==> config.mk <==
export PLATFORM = sky130hd
export DESIGN_NAME = serial_addsub_ctrl
export DESIGN_NICKNAME = d
export VERILOG_FILES = /design/src/rtl/serial_addsub_ctrl_pkg.sv /design/src/rtl/serial_addsub_ctrl_fa_cell.sv /design/src/rtl/serial_addsub_ctrl.sv
export SDC_FILE = /design/constraint.sdc
export NUM_CORES = 1
export LEC_CHECK = 0
export ABC_AREA = 1
export CAP_MARGIN = 30
export CORE_MARGIN = 5
export CORE_UTILIZATION = 54
export CTS_CLUSTER_SIZE = 25
export DETAILED_ROUTE_END_ITERATION = 7
export GPL_TIMING_DRIVEN = 0
export HOLD_SLACK_MARGIN = 0.06
export PLACE_DENSITY = 0.83
export SLEW_MARGIN = 20
export SYNTH_ARGS = -nofsm -noshare
export SYNTH_HDL_FRONTEND = slang
export SYNTH_SLANG_ARGS = --single-unit
==> constraint.sdc <==
create_clock -name clk -period 3.2 [get_ports clk]
set_clock_uncertainty 0.1 [all_clocks]
set_input_delay 0.96 -clock clk [delete_from_list [all_inputs] [get_ports clk]]
set_output_delay 0.96 -clock clk [all_outputs]
set_load 0.02 [all_outputs]
==> src/rtl/serial_addsub_ctrl_pkg.sv <==
// Shared encodings for the bit-serial add/subtract sequencer.
package serial_addsub_ctrl_pkg;

  typedef enum logic [1:0] {
    ST_IDLE = 2'd0,
    ST_EXEC = 2'd1,
    ST_DONE = 2'd2
  } state_t;

  localparam logic OP_ADD = 1'b0;
  localparam logic OP_SUB = 1'b1;

endpackage

==> src/rtl/serial_addsub_ctrl_fa_cell.sv <==
// One-bit full adder built from two-input gate primitives.
module fa_cell (
  input  logic a,
  input  logic b,
  input  logic ci,
  output logic s,
  output logic co
);

  logic ab_x;
  logic ab_a;
  logic xc_a;

  xor u_x0 (ab_x, a, b);
  xor u_x1 (s, ab_x, ci);
  and u_a0 (ab_a, a, b);
  and u_a1 (xc_a, ab_x, ci);
  or  u_o0 (co, ab_a, xc_a);

endmodule

==> src/rtl/serial_addsub_ctrl.sv <==
// Bit-serial add/subtract sequencer: one shared full adder, LSB first,
// WIDTH cycles per operation, registered result/carry/overflow with done pulse.
module serial_addsub_ctrl
  import serial_addsub_ctrl_pkg::*;
#(
  parameter int WIDTH = 8
) (
  input  logic             clk,
  input  logic             reset_n,
  input  logic             start,
  input  logic             op,
  input  logic [WIDTH-1:0] a,
  input  logic [WIDTH-1:0] b,
  output logic             busy,
  output logic             done,
  output logic [WIDTH-1:0] result,
  output logic             co,
  output logic             ov
);

  localparam int CNT_W = (WIDTH > 2) ? $clog2(WIDTH) : 1;

  state_t state_reg;
  state_t state_next;

  logic [WIDTH-1:0] a_sr;
  logic [WIDTH-1:0] b_sr;
  logic             carry;
  logic [CNT_W-1:0] cnt;
  logic             sum_bit;
  logic             carry_next;
  logic             last_bit;

  assign last_bit = (cnt == CNT_W'(WIDTH - 1));

  fa_cell u_fa (
    .a  (a_sr[0]),
    .b  (b_sr[0]),
    .ci (carry),
    .s  (sum_bit),
    .co (carry_next)
  );

  always_ff @(posedge clk or negedge reset_n) begin
    if (!reset_n) begin
      state_reg <= ST_IDLE;
    end else begin
      state_reg <= state_next;
    end
  end

  always_comb begin
    state_next = state_reg;
    case (state_reg)
      ST_IDLE: if (start) state_next = ST_EXEC;
      ST_EXEC: if (last_bit) state_next = ST_DONE;
      ST_DONE: state_next = ST_IDLE;
      default: state_next = ST_IDLE;
    endcase
  end

  always_ff @(posedge clk or negedge reset_n) begin
    if (!reset_n) begin
      a_sr   <= '0;
      b_sr   <= '0;
      carry  <= 1'b0;
      cnt    <= '0;
      result <= '0;
      co     <= 1'b0;
      ov     <= 1'b0;
      busy   <= 1'b0;
      done   <= 1'b0;
    end else begin
      done <= 1'b0;
      busy <= (state_next != ST_IDLE);
      case (state_reg)
        ST_IDLE: begin
          if (start) begin
            // Subtraction is a + ~b + 1: the +1 rides in as the initial carry.
            a_sr  <= a;
            b_sr  <= (op == OP_SUB) ? ~b : b;
            carry <= op;
            cnt   <= '0;
          end
        end
        ST_EXEC: begin
          a_sr   <= a_sr >> 1;
          b_sr   <= b_sr >> 1;
          result <= {sum_bit, result[WIDTH-1:1]};
          carry  <= carry_next;
          cnt    <= cnt + CNT_W'(1);
          if (last_bit) begin
            // carry still holds the carry into the MSB at this point.
            done <= 1'b1;
            co   <= carry_next;
            ov   <= carry ^ carry_next;
          end
        end
        default: ;
      endcase
    end
  end

endmodule

== Word-level counts from Yosys, hierarchy flattened ==
Cells that the tools add are included.

* Add/subtract/negate cells: 1
* Reduce and logical (&&, ||, !) cells: 5
* Multiplexer cells: 14
* Eq/ne operators: 3
* Bitwise gates (word level): 7

{| class="wikitable"
|+ Operators by type and width
! operator !! count
|-
| $pmux W8 S2 || 2
|-
| $mux W8 || 3
|-
| $not A8 Y8 || 1
|-
| $pmux W3 S2 || 1
|-
| $mux W2 || 2
|-
| $pmux W2 S2 || 1
|-
| $reduce_and A2 Y1 || 2
|-
| $reduce_bool A2 Y1 || 2
|-
| $add A3 B1 Y3 const B || 1
|-
| $eq A3 B3 Y1 const B || 1
|-
| $mux W1 || 3
|-
| $mux W3 || 1
|-
| $xor A1 B1 Y1 || 3
|-
| $and A1 B1 Y1 || 2
|-
| $eq A2 B1 Y1 const B || 1
|-
| $logic_not A2 Y1 || 1
|-
| $ne A2 B2 Y1 const B || 1
|-
| $pmux W1 S2 || 1
|-
| $or A1 B1 Y1 || 1
|}

* Flip-flop bits (word level): 34
* Bits of input ports: 20

== Logic depth before layout (Yosys ltp) ==
Gate-level depths: netlist of the first run.

* Word-level depth: 4
* Depth in mapped cells: 7
* Depth with buffers taken out: 7

== Cells and area by module ==
From an unflattened synthesis of the first run, not the netlist that was laid out.

* Cells, all modules: 190
* Area, all modules: 1600.3 sq um

{| class="wikitable"
|+ Modules (own cells, without submodules)
! module !! seq. area each (sq um) !! area each (sq um) !! cells an instance !! times used
|-
| serial_addsub_ctrl || 850.8 || 1580.3 || 189 || 1
|-
| fa_cell || 0.0 || 20.0 || 1 || 1
|}

== Worst setup path after synthesis of the first run ==
OpenSTA, ideal clock, no wires.

* Path type: input -> register
* From: input op
* To: register b_sr[7]
* Data arrival time: 1445 ps
* Library setup time: 117 ps
* Data required time: 2983 ps
* Slack: 1538 ps
* Cell stages on the path: 6
* Cell sequence: buf_2 > inv_1 > nand2_1 > nand2_1 > nand3_1 > nand2_1

* Longest elaborated chain between the ends: 3

{| class="wikitable"
|+ Ends and longest elaborated chain
! item !! line !! source
|-
| start, declared || serial_addsub_ctrl.sv:11 || <nowiki>input logic op,</nowiki>
|-
| $mux W8 || serial_addsub_ctrl.sv:81 || <nowiki>b_sr <= (op == OP_SUB) ? ~b : b;</nowiki>
|-
| $mux W8 || serial_addsub_ctrl.sv:78 || <nowiki>if (start) begin</nowiki>
|-
| $pmux W8 S2 || serial_addsub_ctrl.sv:76 || <nowiki>case (state_reg)</nowiki>
|-
| end signal, assigned || serial_addsub_ctrl.sv:81 ||
|-
| end signal, assigned || serial_addsub_ctrl.sv:88 || <nowiki>b_sr <= b_sr >> 1;</nowiki>
|-
| end, declared || serial_addsub_ctrl.sv:27 || <nowiki>logic [WIDTH-1:0] b_sr;</nowiki>
|}

No other way between the ends. The select of a mux whose other input is x is not followed.
A chain may end at the register's enable or synchronous reset.

== Worst setup path in the final report of the first run ==
* From: register result[6]
* To: output result[6]

{| class="wikitable"
|+ RTL lines
! item !! line !! source
|-
| start, declared || serial_addsub_ctrl.sv:16 || <nowiki>output logic [WIDTH-1:0] result,</nowiki>
|-
| start signal, assigned || serial_addsub_ctrl.sv:89 || <nowiki>result <= {sum_bit, result[WIDTH-1:1]};</nowiki>
|}

No word-level cell between the ends.

==> metrics.md, run 1 <==
| Metric | Value |
|---|---|
| Status | complete, no violations |
| DR pass1 iterations | 4 |
| Commonest non-fill, non-tap cell in the layout | nand2_1 |
| Final net count | between 200 and 300 |
| CP required | 2.14 ns |
| FP Rows | 19 |
| Setup WS pre-CTS | approximately 1.0 ns |
| CTS Sinks | 34 |
| Worst Hold Class | input port to async pin |
| Regs by FF count | a_sr x8, b_sr x8, result x8 |
| DRC | 0 |
| Final setup vio count | 0 |
| Buf+Inv Stages, Crit Path | 1 |
| Layout cells sized above 1 | 0.106 |
| P per Cell Area | between 800 and 900 mW/mm2 |
| Final Slew Violations | 0 |
| Total of max-cap violations | 0 |
| WL/cell | ~12 um |
| Worst-case reg-to-reg path depth | 4 |
| Core footprint | between 0.002 and 0.003 mm2 |
| Fillers | ~240 |
| Cell Area, Synth | about 0.0016 mm2 |
| Fin crit share | 0.744 |
| Leakage | roughly 1.1 nW |
| Largest net degree at the start of global routing | 33 |
| Post_cts resized | 0 |
| Crit Path Class | register to output port |
| Hold Vio Cnt, Final | 0 |
| Initial antenna violation count | 0 |
| Worst-margin pin slew | roughly 0.25 ns |
| IO buf count | 30 |
| Setup crit end kind | output port |
| Post-synthesis net count | 230 |
| Most frequent cells in the layout | nand2_1 (111), dfrtp_1 (34), clkdlybuf4s50_1 (29), nand3_1 (16), inv_1 (14) |
| CP delay by family, top | buffers and inverters |
| # IOs | 32 |
| Total GRT Usage | 0.175 |
| Yosys warns | 0 |
| Initial core utilization | 0.576 |
| First-pass GRT wire length | ~5700 um |
| Min Tclk post-route | approximately 2.4 ns |
| Fin util | 0.724 |
| Post-synthesis sequential area ratio | 0.526 |
| CP max-delay cell | clkdlybuf4s50_1 |
| 1st-iter DRT viols | 57 |
| DRT Wirelength | roughly 3200 um |
| Clock Latency Late Sink | around 0.33 ns |
| DIE WIDTH | roughly 65 um |
| GP Congestion | about 0.73 |
| Slew HR | 0.834 |
| Max incr delay on CP | slightly above 0.6 ns |
| Syn-to-layout area delta | 25.6% |
| RSZ-0062 raised after global routing | false |
| FF+latch area | 851 um2 |
| Maximum vdd drop | 0.000492 V |
| Antenna diode count | 0 |
| Synth unique cells | 18 |
| DIE AREA | ~0.0042 mm2 |
| DR vias/cell | roughly 5 |
| Cell chain of the critical path | clkdlybuf4s50_1 |
| CTS buffer count | 5 |
| Detail Placement HPWL | roughly 2300 um |
| Critical Path Fanout Max | 3 |
| Clock Tree Buf Depth | 2 |
| Vias | ~1400 |
| CTS Hold Buffers Added | 0 |
| Htree depth | 2 |
| Pwr Total | around 1.7 mW |
| Avg Inst Size Synth | between 7 and 8 um2 |
| Setup tns final | 0 ns |
| Crit path launch type | register |
| Die H | approximately 65 um |
| Global route overflow | 0 |
| FF+latch count, synth | 34 |
| Vias in the first global route | around 1300 |
| CTS clk-pin slew, worst paths | 0.10 ns |
| Area occupied by multi-input gates | about 640 um2 |
| WP depth | 1 |
| Antenna viol nets, final | 0 |
| WP data arrival | 1.32 ns |
| Setup WS post-layout | a little over 0.8 ns |
| Root Buffer | clkbuf_4 |
| Post-CTS Setup Inserts | 0 |
| CTS tree | built |
| Mapped Cells | 207 |
| FMAX | about 0.42 GHz |
## routing by layer
metal  part of all wire  up-vias  GRT usage  wire length [um]
li1                   -      709          -                 -
met5                  0        -          0                 0
met4              0.013        0     0.0554                43
met2               0.48       29      0.296              1550
met1               0.45      640      0.216              1450
met3              0.049        5     0.0484               155
## final timing paths
| kind | end | slack (ns) | start |
|---|---|---|---|
| worst max-delay path | result[6] | 0.82 | result[6] |
| worst max register to register | ov | 1.76 | carry |
| worst min register to register | co | 0.38 | co |
| worst min-delay path | result[4] | 0.32 | reset_n |
| max in group asynchronous | a_sr[4] | 2.33 | reset_n |
| min in group clk | co | 0.38 | co |
## cell families after synthesis
| logic type | after synthesis | synth area share |
|---|---|---|
| buffers and inverters | 26 | 0.0751 |
| XOR/XNOR | 1 | 0.00542 |
| flip-flops | 34 | 0.526 |
| AO/OA/AOI/OAI | 11 | 0.0372 |
| AND/OR/NAND/NOR | 132 | 0.328 |
| adder cells (fa/ha/maj) | 3 | 0.0279 |
## power breakdown
| part | leakage (nW) | switching, mW | total, mW | internal, mW |
|---|---|---|---|---|
| combinational | 0.620 | 0.456 | 0.783 | 0.327 |
| sequential | 0.434 | 0.0942 | 0.693 | 0.599 |
| clock | 0.0353 | 0.139 | 0.245 | 0.106 |
## cell usage after synthesis
library cell | n | area, um2
buf_2 | 4 | 20.0
o22ai_1 | 1 | 6.26
dfrtp_1 | 34 | 851
buf_4 | 3 | 22.5
ha_1 | 2 | 25.0
nor2_4 | 1 | 11.3
inv_2 | 4 | 15.0
o21ai_1 | 9 | 45.0
nand2_2 | 2 | 12.5
nand2_1 | 111 | 417
nor2_2 | 1 | 6.26
xor2_1 | 1 | 8.76
fa_1 | 1 | 20.0
o21ai_2 | 1 | 8.76
inv_1 | 14 | 52.6
nor2_1 | 1 | 3.75
nand3_1 | 16 | 80.1
buf_6 | 1 | 11.3
## final cells by class
class / count / share of cell area
multi-input cells: 147 / 0.317
inverters: 18 / 0.0333
clock buffers: 7 / 0.0271
plain buffers: 8 / 0.0265
well taps: 31 / 0.0191
clock inverters: 1 / 0.00246
repair buffers: 31 / 0.155
flip-flops and latches: 34 / 0.419
## per-stage QoR
step / area (um2) / std cells / hold WS [ns]
finish: 2030 / 277 / 0.317
global route: 2030 / 277 / 0.302
CTS: 2030 / 277 / 0.309
detailed placement: 1970 / 269 / 0.362
global placement: 1960 / 268 / 0.358
floorplan: 1620 / 207 / 0.346
Power figures use the tool's default switching activity.
==> run 2: changes to the inputs <==
CORE_UTILIZATION = 50   (was 54)
PLACE_DENSITY = 0.78   (was 0.83)
clock period = 2.4 ns   (was 3.2 ns; I/O delays follow)
==> run 2 against run 1 <==
Flip-flop and latch count unchanged. Design area increased by 0.43%. Core utilization is 6.1 points lower. Sequential power up 34%. Register-to-register slack worse by 0.78 ns. Final cell count grew 4.3%. Combinational power is 32% higher. Wire length hardly changed. Total power increased by 30%. Worst hold slack got worse by 0.13 ns. First-iteration DRC count up 53%. Critical path type unchanged. Largest cell class unchanged.
==> metrics.md, run 2 (same netlist as run 1, synthesis figures left out) <==
| Metric | Value |
|---|---|
| Status | complete, no violations |
| Setup WS pre-CTS | about 0.47 ns |
| Regs by FF count | a_sr x8, b_sr x8, result x8 |
| Initial core utilization | 0.525 |
| Sw frac | 0.401 |
| Reg2Reg Setup Slack | roughly 0.98 ns |
| Die H | ~67 um |
| Seq pwr share | 0.414 |
| IO buf count | 30 |
| Htree depth | 2 |
| Worst-margin pin slew | roughly 0.36 ns |
| DIE WIDTH | approximately 67 um |
| Layout cells sized above 1 | 0.0980 |
| CTS Hold Buffers Added | 0 |
| P per Cell Area | ~1100 mW/mm2 |
| RR Startpoint | carry |
| Cell internal pwr | 1.34 mW |
| DRC | 0 |
| CP required | 1.58 ns |
| Vias | roughly 1400 |
| Maximum vdd drop | between 0.0005 and 0.0006 V |
| Initial antenna violation count | 0 |
| Syn-to-layout area delta | 26.2% |
| Combinational power share | 0.461 |
| DIE AREA | ~0.0045 mm2 |
| Total GRT Usage | 0.172 |
| DRT Wirelength | roughly 3200 um |
| Setup WS post-layout | ~0.24 ns |
| Inst Count DP | 282 |
| Post_cts resized | 0 |
| Max incr delay on CP | between 0.6 and 0.7 ns |
| GP Congestion | approximately 0.73 |
| CP max-delay cell | clkdlybuf4s50_1 |
| 1st-iter DRT viols | between 80 and 90 |
| Clock Latency Late Sink | ~0.33 ns |
| Worst Hold Class | input port to async pin |
| Net Switching | roughly 0.90 mW |
| Most frequent cells in the layout | nand2_1 (111), dfrtp_1 (34), clkdlybuf4s50_1 (29), nand3_1 (16), inv_1 (14) |
| Fillers | about 280 |
| WL/cell | ~11 um |
| Fin crit share | 0.899 |
| Total of max-cap violations | 0 |
| Final Slew Violations | 0 |
| WP depth | 1 |
| Largest net degree at the start of global routing | 22 |
| Buf+Inv Stages, Crit Path | 1 |
| DR pass1 iterations | 5 |
| Worst Setup SP | result[6] |
| Layout Cells excl Fill | a little under 300 |
| Commonest non-fill, non-tap cell in the layout | nand2_1 |
| Antenna viol nets, final | 0 |
| Root Buffer | clkbuf_4 |
| RSZ-0062 raised after global routing | false |
| First-pass GRT wire length | ~5600 um |
| Slew HR | 0.763 |
| Post-CTS Setup Inserts | 0 |
| CTS Sinks | 34 |
| Antenna diode count | 0 |
| WP data arrival | 1.34 ns |
| DR vias/cell | roughly 4.7 |
| Worst-case reg-to-reg path depth | 4 |
| Min Hold Slack | 0.184 ns |
| FP Rows | 20 |
| CTS tree | built |
| Critical Path Fanout Max | 3 |
| Core footprint | approximately 0.0031 mm2 |
| Crit path launch type | register |
| Final setup vio count | 0 |
| # IOs | 32 |
| Global route overflow | 0 |
| Leakage | about 1.1 nW |
| Reg-to-Reg End | ov |
| Final net count | approximately 270 |
| Hold Vio Cnt, Final | 0 |
| Clock Tree Buf Depth | 2 |
| Min Tclk post-route | 2.16 ns |
| CTS buffer count | 5 |
| Vias in the first global route | about 1300 |
| FMAX | between 0.4 and 0.5 GHz |
| Cell chain of the critical path | clkdlybuf4s50_1 |
| Setup crit end kind | output port |
| Clock network fraction of total power | 0.125 |
| Detail Placement HPWL | ~2400 um |
| CTS clk-pin slew, worst paths | ~0.09 ns |
| Crit Path Class | register to output port |
| CP delay by family, top | buffers and inverters |
==> run 2: changes by cell type in the layout (fill, tap and decap cells not counted) <==
| cell | delta |
|---|---|
| buf_16 | +1 |
| clkbuf_8 | -1 |
| clkinv_2 | -1 |
| clkbuf_1 | +1 |
| buf_12 | -1 |
==> run 2: area by class of cell <==
type,instances,area [um2],share of cell area
repair buffers,31,323,0.158
well taps,44,55.1,0.0270
clock buffers,7,45.0,0.0221
flip-flops and latches,34,851,0.417
multi-input cells,147,644,0.316
plain buffers,8,53.8,0.0264
inverters,18,67.6,0.0331
==> run 2: metrics by stage <==
stage	power, mW	TNS, ns	util	area [um2]
finish	2.24	0	0.663	2040
global route	2.45	0	0.663	2040
CTS	2.27	0	0.663	2040
detailed placement	1.98	0	0.648	1990
global placement	1.94	-5.21	0.641	1970
floorplan	1.61	0	-	1620
==> run 2: worst max path at each step <==
stage,end
3_3_place_gp,a_sr[4]
4_1_cts,result[6]
3_5_place_dp,b_sr[2]
5_1_grt,result[6]
6_report,result[6]
2_1_floorplan,b_sr[7]
==> run 2: power groups by stage <==
stage | logic, mW | registers (mW) | clock network [mW]
floorplan | 0.593 | 1.02 | 0
global placement | 1.01 | 0.933 | 0
detailed placement | 1.05 | 0.935 | 0
CTS | 1.05 | 0.927 | 0.291
global route | 1.17 | 0.957 | 0.325
finish | 1.03 | 0.926 | 0.280
==> run 2: metal layers <==
| metal | routed length, um | GRT usage | vias up |
|---|---|---|---|
| met2 | 1520 | 0.278 | 24 |
| met3 | 132 | 0.0405 | 8 |
| li1 | - | - | 706 |
| met5 | 0 | 0 | - |
| met4 | 74 | 0.0987 | 0 |
| met1 | 1460 | 0.209 | 622 |
